===== config.mk =====
export PLATFORM = sky130hd
export DESIGN_NAME = alu_issue
export DESIGN_NICKNAME = d
export VERILOG_FILES = /design/src/rtl/simplerisc_pkg.sv /design/src/rtl/imm_ext.sv /design/src/rtl/alu_issue.sv
export SDC_FILE = /design/constraint.sdc
export NUM_CORES = 1
export LEC_CHECK = 0
export ABC_AREA = 1
export CAP_MARGIN = 0
export CORE_ASPECT_RATIO = 1.25
export CORE_MARGIN = 10
export CORE_UTILIZATION = 40
export DETAILED_ROUTE_END_ITERATION = 6
export GPL_TIMING_DRIVEN = 0
export MAX_ROUTING_LAYER = met4
export PLACE_DENSITY = 0.8
export SKIP_LAST_GASP = 1
export SLEW_MARGIN = 20
export SYNTH_ARGS = -nofsm -noshare
export SYNTH_HDL_FRONTEND = slang
export SYNTH_SLANG_ARGS = --single-unit

===== constraint.sdc =====
create_clock -name clk -period 1.5 [get_ports clk]
set_input_delay 0.15 -clock clk [delete_from_list [all_inputs] [get_ports clk]]
set_output_delay 0.15 -clock clk [all_outputs]
set_load 0.02 [all_outputs]

===== src/rtl/simplerisc_pkg.sv =====
// Shared SimpleRISC definitions: opcode numbers, immediate modifier encodings,
// issue FSM states and small decode helpers used by alu_issue.
package simplerisc_pkg;

   localparam logic [4:0] OP_ADD  = 5'd0;
   localparam logic [4:0] OP_SUB  = 5'd1;
   localparam logic [4:0] OP_MUL  = 5'd2;
   localparam logic [4:0] OP_DIV  = 5'd3;
   localparam logic [4:0] OP_MOD  = 5'd4;
   localparam logic [4:0] OP_CMP  = 5'd5;
   localparam logic [4:0] OP_AND  = 5'd6;
   localparam logic [4:0] OP_OR   = 5'd7;
   localparam logic [4:0] OP_NOT  = 5'd8;
   localparam logic [4:0] OP_MOV  = 5'd9;
   localparam logic [4:0] OP_LSL  = 5'd10;
   localparam logic [4:0] OP_LSR  = 5'd11;
   localparam logic [4:0] OP_ASR  = 5'd12;
   localparam logic [4:0] OP_NOP  = 5'd13;
   localparam logic [4:0] OP_LD   = 5'd14;
   localparam logic [4:0] OP_ST   = 5'd15;
   localparam logic [4:0] OP_BEQ  = 5'd16;
   localparam logic [4:0] OP_BGT  = 5'd17;
   localparam logic [4:0] OP_B    = 5'd18;
   localparam logic [4:0] OP_CALL = 5'd19;
   localparam logic [4:0] OP_RET  = 5'd20;

   localparam logic [4:0] OP_LAST_LEGAL = OP_RET;

   localparam logic [1:0] MOD_SEXT = 2'b00;
   localparam logic [1:0] MOD_ZEXT = 2'b01;
   localparam logic [1:0] MOD_HIGH = 2'b10;
   localparam logic [1:0] MOD_RSVD = 2'b11;

   localparam int CNT_W = 4;

   typedef enum logic [1:0] {
      IDLE    = 2'd0,
      ISSUE   = 2'd1,
      HOLD    = 2'd2,
      CMPWAIT = 2'd3
   } issue_state_e;

   function automatic logic is_muldiv(input logic [4:0] op);
      return (op == OP_MUL) || (op == OP_DIV) || (op == OP_MOD);
   endfunction

   function automatic logic branch_resolve(input logic [4:0] op,
                                           input logic       fe,
                                           input logic       fgt);
      logic taken;
      case (op)
         OP_B, OP_CALL: taken = 1'b1;
         OP_BEQ:        taken = fe;
         OP_BGT:        taken = fgt;
         default:       taken = 1'b0;
      endcase
      return taken;
   endfunction

endpackage


===== src/rtl/imm_ext.sv =====
// Combinational immediate extender: expands imm16 according to the two-bit
// modifier and flags the reserved encoding as illegal.
module imm_ext
   import simplerisc_pkg::*;
(
   input  logic [15:0] imm16,
   input  logic [1:0]  modifier,
   output logic [31:0] immx,
   output logic        illegal
);

   // Modifier decode; the reserved code yields zero data and raises illegal.
   always_comb begin
      immx    = 32'h0000_0000;
      illegal = 1'b0;
      case (modifier)
         MOD_SEXT: immx = {{16{imm16[15]}}, imm16};
         MOD_ZEXT: immx = {16'h0000, imm16};
         MOD_HIGH: immx = {imm16, 16'h0000};
         default: begin
            immx    = 32'h0000_0000;
            illegal = 1'b1;
         end
      endcase
   end

endmodule


===== src/rtl/alu_issue.sv =====
// SimpleRISC ALU issue stage: decodes an instruction, issues it to the ALU with
// a valid/ready handshake, waits out mul/div/mod occupancy and compare results.
// Macro ALU_ISSUE_MULDIV_EN enables multi-cycle mul/div/mod issue; without it
// those opcodes are reported illegal.
module alu_issue
   import simplerisc_pkg::*;
#(
   parameter int MULDIV_CYCLES = 4
)
(
   input  logic        clk,
   input  logic        rst,
   input  logic        instr_valid,
   output logic        instr_ready,
   input  logic [31:0] instr,
   input  logic [31:0] rs1_data,
   input  logic [31:0] rs2_data,
   output logic [4:0]  aluSignals,
   output logic [31:0] op1,
   output logic [31:0] op2,
   output logic [31:0] immx,
   output logic        isImmediate,
   output logic        issue_valid,
   input  logic        issue_ready,
   input  logic        cmp_valid,
   input  logic        cmp_e,
   input  logic        cmp_gt,
   output logic        flag_E,
   output logic        flag_GT,
   output logic        branch_taken,
   output logic        illegal
);

   issue_state_e     state_q, state_d;
   logic [CNT_W-1:0] cnt_q, cnt_d;
   logic             issue_valid_q, issue_valid_d;
   logic             instr_ready_q, instr_ready_d;
   logic             flag_e_q, flag_e_d;
   logic             flag_gt_q, flag_gt_d;
   logic [4:0]       alu_q, alu_d;
   logic [31:0]      op1_q, op1_d;
   logic [31:0]      op2_q, op2_d;
   logic [31:0]      immx_q, immx_d;
   logic             isimm_q, isimm_d;
   logic             br_q, br_d;
   logic             ill_q, ill_d;

   logic [4:0]       opcode_s;
   logic [31:0]      immx_s;
   logic             imm_ill_s;
   logic             op_ill_s;
   logic             md_ill_s;
   logic             dec_ill_s;
   logic             isimm_s;
   logic             unused_bits_s;

   assign opcode_s      = instr[31:27];
   assign unused_bits_s = ^instr[25:18];

   imm_ext u_imm_ext (
      .imm16    (instr[15:0]),
      .modifier (instr[17:16]),
      .immx     (immx_s),
      .illegal  (imm_ill_s)
   );

   // Decode-time illegality and immediate-select qualification.
   always_comb begin
      op_ill_s = (opcode_s > OP_LAST_LEGAL);
`ifdef ALU_ISSUE_MULDIV_EN
      md_ill_s = 1'b0;
`else
      md_ill_s = is_muldiv(opcode_s);
`endif
      dec_ill_s = op_ill_s | imm_ill_s | md_ill_s;
      if (opcode_s == OP_NOP) begin
         isimm_s = 1'b0;
      end else begin
         isimm_s = instr[26];
      end
   end

   // Issue FSM next-state, occupancy counter, flag update and output capture.
   always_comb begin
      state_d   = state_q;
      cnt_d     = cnt_q;
      flag_e_d  = flag_e_q;
      flag_gt_d = flag_gt_q;
      alu_d     = alu_q;
      op1_d     = op1_q;
      op2_d     = op2_q;
      immx_d    = immx_q;
      isimm_d   = isimm_q;
      br_d      = br_q;
      ill_d     = ill_q;

      case (state_q)
         IDLE: begin
            if (instr_valid) begin
               alu_d   = opcode_s;
               op1_d   = rs1_data;
               op2_d   = rs2_data;
               immx_d  = immx_s;
               isimm_d = isimm_s;
               br_d    = branch_resolve(opcode_s, flag_e_q, flag_gt_q);
               ill_d   = dec_ill_s;
               state_d = ISSUE;
            end else begin
               state_d = IDLE;
            end
         end
         ISSUE: begin
            if (issue_ready) begin
               if (ill_q) begin
                  state_d = IDLE;
               end else if (alu_q == OP_CMP) begin
                  state_d = CMPWAIT;
               end else if (is_muldiv(alu_q)) begin
                  state_d = HOLD;
                  cnt_d   = CNT_W'(MULDIV_CYCLES - 1);
               end else begin
                  state_d = IDLE;
               end
            end else begin
               state_d = ISSUE;
            end
         end
         HOLD: begin
            if (cnt_q == {CNT_W{1'b0}}) begin
               state_d = IDLE;
            end else begin
               cnt_d = cnt_q - CNT_W'(1);
            end
         end
         CMPWAIT: begin
            if (cmp_valid) begin
               flag_e_d  = cmp_e;
               flag_gt_d = cmp_gt;
               state_d   = IDLE;
            end else begin
               state_d = CMPWAIT;
            end
         end
         default: begin
            state_d = IDLE;
            cnt_d   = {CNT_W{1'b0}};
         end
      endcase

      issue_valid_d = (state_d == ISSUE);
      instr_ready_d = (state_d == IDLE);
   end

   // State and output registers; synchronous reset wins over any handshake.
   always_ff @(posedge clk) begin
      if (rst) begin
         state_q       <= IDLE;
         cnt_q         <= {CNT_W{1'b0}};
         issue_valid_q <= 1'b0;
         instr_ready_q <= 1'b1;
         flag_e_q      <= 1'b0;
         flag_gt_q     <= 1'b0;
         alu_q         <= 5'd0;
         op1_q         <= 32'h0000_0000;
         op2_q         <= 32'h0000_0000;
         immx_q        <= 32'h0000_0000;
         isimm_q       <= 1'b0;
         br_q          <= 1'b0;
         ill_q         <= 1'b0;
      end else begin
         state_q       <= state_d;
         cnt_q         <= cnt_d;
         issue_valid_q <= issue_valid_d;
         instr_ready_q <= instr_ready_d;
         flag_e_q      <= flag_e_d;
         flag_gt_q     <= flag_gt_d;
         alu_q         <= alu_d;
         op1_q         <= op1_d;
         op2_q         <= op2_d;
         immx_q        <= immx_d;
         isimm_q       <= isimm_d;
         br_q          <= br_d;
         ill_q         <= ill_d;
      end
   end

   assign instr_ready  = instr_ready_q;
   assign issue_valid  = issue_valid_q;
   assign flag_E       = flag_e_q;
   assign flag_GT      = flag_gt_q;
   assign aluSignals   = alu_q;
   assign op1          = op1_q;
   assign op2          = op2_q;
   assign immx         = immx_q;
   assign isImmediate  = isimm_q;
   assign branch_taken = br_q;
   assign illegal      = ill_q;

endmodule


==> impl_summary.txt <==
----------------------------------------------------
[Synthesis]
  Cell area after synthesis ... 4237 um2
  Distinct cell type count of the synthesized netlist ... 24
  Net Count, Synth ... 655
  Count of mapped cells out of synthesis ... 551
  Post-Syn Area per Cell ... roughly 7.7 um2
  Sequential area share after synthesis ... 0.5387
  Number of synthesized register bits ... ~110
  Warnings, synthesis ... 0

[Detailed routing]
  Initial DRC Count ... between 200 and 300
  Top sig layer ... met4
  Number of iterations in the first detailed-routing pass ... 5
  Met3 routed wirelength ... 1102 um
  Vias after detailed routing ... ~4,600
  Sum of routed wire segments on met1 ... 6241 um
  DR WL/cell ... 17.18 um
  Total wire length ... approximately 16,000 um
  Antenna Violating Nets Remaining ... 0
  Length of routed met2 wiring ... ~7900 um
  Average vias per placed instance ... 4.984
  DRC violation count after routing ... 0

[Timing]
  Actual transition at the worst max-transition pin ... 587.4 ps
  Part of the cycle the worst path needs ... 0.9673
  Timing-limited maximum frequency ... between 600 and 700 MHz
  Number of hold violations in the final report ... 0
  Max Slew Vio Count ... 0
  Shortest period the worst path allows ... approximately 1500 ps
  Remaining max-slew budget at the tightest pin ... 0.6084
  RSZ-0062 raised after global routing ... false
  Setup tns final ... 0 ps
  Count of final setup violators ... 0
  Worst hold slack across all endpoints ... between 10 and 15 ps
  Final worst clock skew ... approximately 8.7 ps

[CTS]
  Postcts setup bufs ... 0
  Deepest level of the CTS H-tree ... 4
  Clock sink total ... 114
  CTS clock-pin slew for the worst setup and hold paths ... roughly 50 ps
  Post-cts sizing count ... between 100 and 150
  Max Root-Sink Buffers ... 2
  Hold-fix buffers, CTS ... 0
  Clock latency reported for the late side of the worst-skew pair ... 410 ps
  CTS tree ... built
  Number of clock buffers inserted by TritonCTS ... 17
  CTS Root Cell ... sky130_fd_sc_hd__clkbuf_16

[Setup path]
  Worst Path Arrival ... roughly 1300 ps
  CP startpoint kind ... register
  CP Launch Point ... issue_valid
  Kind of end point of the critical path ... primary output
  Worst r2r dst ... op1[14]
  Worst reg-to-reg setup slack ... 170 ps
  Category of cells accounting for the largest share of critical-path delay ... buffers and inverters
  Crit path required time ... 1350 ps
  Buf+Inv Stages, Crit Path ... 1
  CP max stage delay ... 600 ps
  Critical Setup Path Class ... reg -> out
  Worst reg2reg path startpoint ... state_q[0]
  Cell count of the worst reg-to-reg path ... 7
  Highest fanout seen on the critical path ... 1
  List of cells traversed by the critical path ... clkdlybuf4s50_1
  Critical Path Slowest Stage Cell ... sky130_fd_sc_hd__clkdlybuf4s50_1

[Flow run]
  Number of max-cap violations ... 0

[Min path]
  Min-Delay Path Class ... in -> reg
  Endpoint, Worst Hold ... immx[31]
  Hold_sp ... rst
  Min-Delay Path Depth ... 2

[Place]
  Inst Count DP ... 881
  Global placement routability congestion ... 0.8383
  Number of port buffers ... roughly 200
  Area post-placement ... 6410 um2
  HPWL after detailed placement ... 11,990 um

[Final layout]
  Synth-to-Final Area Change ... 64.03%
  Fraction of layout cells with a size suffix above 1 ... 0.07908
  Post-route cell area ... around 6900 um2
  Commonest non-fill, non-tap cell in the layout ... sky130_fd_sc_hd__nor2_1
  Fill cell instance count of the final layout ... around 880
  Net count, final ... 875
  Commonest non-fill, non-tap cells in the layout ... sky130_fd_sc_hd__nor2_1 (146), sky130_fd_sc_hd__dfxtp_1 (114), sky130_fd_sc_hd__dlygate4sd2_1 (105), sky130_fd_sc_hd__clkdlybuf4s50_1 (95), sky130_fd_sc_hd__o21ai_0 (93)
  Count of placed standard cells in the final layout, fillers left out ... 914

[Pwr]
  Sw Pwr ... around 2.4 mW
  Clock group share of total power ... 0.476
  Internal power component ... 7.034 mW
  Sw Ratio ... 0.2516
  Standby leakage power ... 3.186 nW
  Part of the total power dissipated in sequential elements ... 0.360
  Cell Pwr Density ... 1352 nW/um2
  Worst IR drop on VDD ... 0.0007677 V
  Final total power ... 9.398 mW
  Proportion of power drawn by combinational gates ... 0.163

[Floorplan]
  Starting utilization of the core area ... 0.4150
  Core Footprint ... 10,210 um2
  Num rows ... between 40 and 50
  X dimension of the die ... 112.1 um
  Total Die Area ... between 15,000 and 20,000 um2
  Top Ports ... 211
  Die span in y ... 135.1 um

[Global route]
  First-pass GRT wire length ... 24,380 um
  Total routing resource utilization after global routing ... 0.2070
  Residual overflow from global routing ... 0
  Number of global-route vias before repair ... roughly 4,700
  Maximum number of pins on one net before global-route repair ... 17
  Antenna violations before repair ... 1

[Status]
  Status ... finished clean

----------------------------------------------------
[per-layer routing]
metal,up-vias,global-route usage
li1,2235,-
met1,2108,0.2090
met3,26,0.06427
met4,0,0.1024
met5,-,-
met2,186,0.3570
[final cells by class]
cell class,count,area (um2),share of cell area
clock inverters,9,175.2,0.02521
plain buffers,35,185.2,0.02665
diodes,1,2.502,0.0003601
flip-flops and latches,114,2282,0.3284
repair buffers,201,1883,0.2710
well taps,129,161.4,0.02323
clock buffers,23,488.0,0.07022
inverters,19,71.32,0.01026
multi-input cells,383,1700,0.2447
[cell usage after synthesis]
cell type                  instances  area [um2]
sky130_fd_sc_hd__clkbuf_1         14       52.55
sky130_fd_sc_hd__nand3_4           1       17.52
sky130_fd_sc_hd__clkbuf_2          1       5.000
sky130_fd_sc_hd__buf_1             1       3.750
sky130_fd_sc_hd__a22oi_1           1       7.510
sky130_fd_sc_hd__dfxtp_1         114        2282
sky130_fd_sc_hd__o21ai_2           1       8.760
sky130_fd_sc_hd__o21ai_0          93       465.5
sky130_fd_sc_hd__xnor2_1           1       8.760
sky130_fd_sc_hd__buf_4             4       30.03
sky130_fd_sc_hd__a31oi_1           1       6.260
sky130_fd_sc_hd__inv_2             5       18.77
sky130_fd_sc_hd__nand2_2           1       6.260
sky130_fd_sc_hd__nand3b_1          2       15.01
sky130_fd_sc_hd__buf_6             3       33.78
sky130_fd_sc_hd__nand3_1          23       115.1
sky130_fd_sc_hd__buf_2            12       60.06
sky130_fd_sc_hd__a21oi_1          47       235.2
sky130_fd_sc_hd__nor2_2            3       18.77
sky130_fd_sc_hd__inv_1            13       48.80
sky130_fd_sc_hd__nand2_1          62       232.7
sky130_fd_sc_hd__nor2_1          146       548.0
sky130_fd_sc_hd__ha_1              1       12.51
sky130_fd_sc_hd__clkinv_1          1       3.750
[logic make-up after synthesis]
kind of cell | Yosys count | synth area share
and+or+nand+nor | 238 | 0.2250
AOI/OAI and AO/OA | 143 | 0.1707
DFF | 114 | 0.5387
buffers and inverters | 54 | 0.06054
xor gates and xnor gates | 1 | 0.002068
adders and majority gates | 1 | 0.002953
[power groups by stage]
stage	clock, mW	sequential [mW]	combinational, mW
after floorplan	0	3.72	0.515
after CTS	4.52	3.39	1.55
after detailed placement	0	3.45	1.68
final	4.48	3.39	1.53
after global placement	0	3.44	1.66
after global routing	4.65	3.41	1.67
[registers in the layout, summed over array words and instances (netlist names)]
register,cells
flag_GT,1
flag_E,1
aluSignals,5
immx,32
cnt_q,4
branch_taken,1
instr_ready,1
illegal,1
issue_valid,1
op2,32
state_q,2
op1,32
isImmediate,1
[metrics by stage]
step | utilization | worst slack (ps)
after floorplan | - | 319.9
after global placement | 0.6279 | -131.5
after detailed placement | 0.6279 | -119.8
after CTS | 0.6800 | 5.729
after global routing | 0.6807 | 8.706
final | 0.6807 | 49.11
[worst max path at each step]
stage | to | slack, ps | depth (start not counted)
after floorplan | cnt_q[2] | 320 | 8
after global placement | immx[17] | -130 | 7
after detailed placement | immx[25] | -120 | 7
after CTS | op1[13] | 6 | 1
after global routing | instr_ready | 9 | 1
final | issue_valid | 50 | 1
Power figures use the tool's default switching activity.
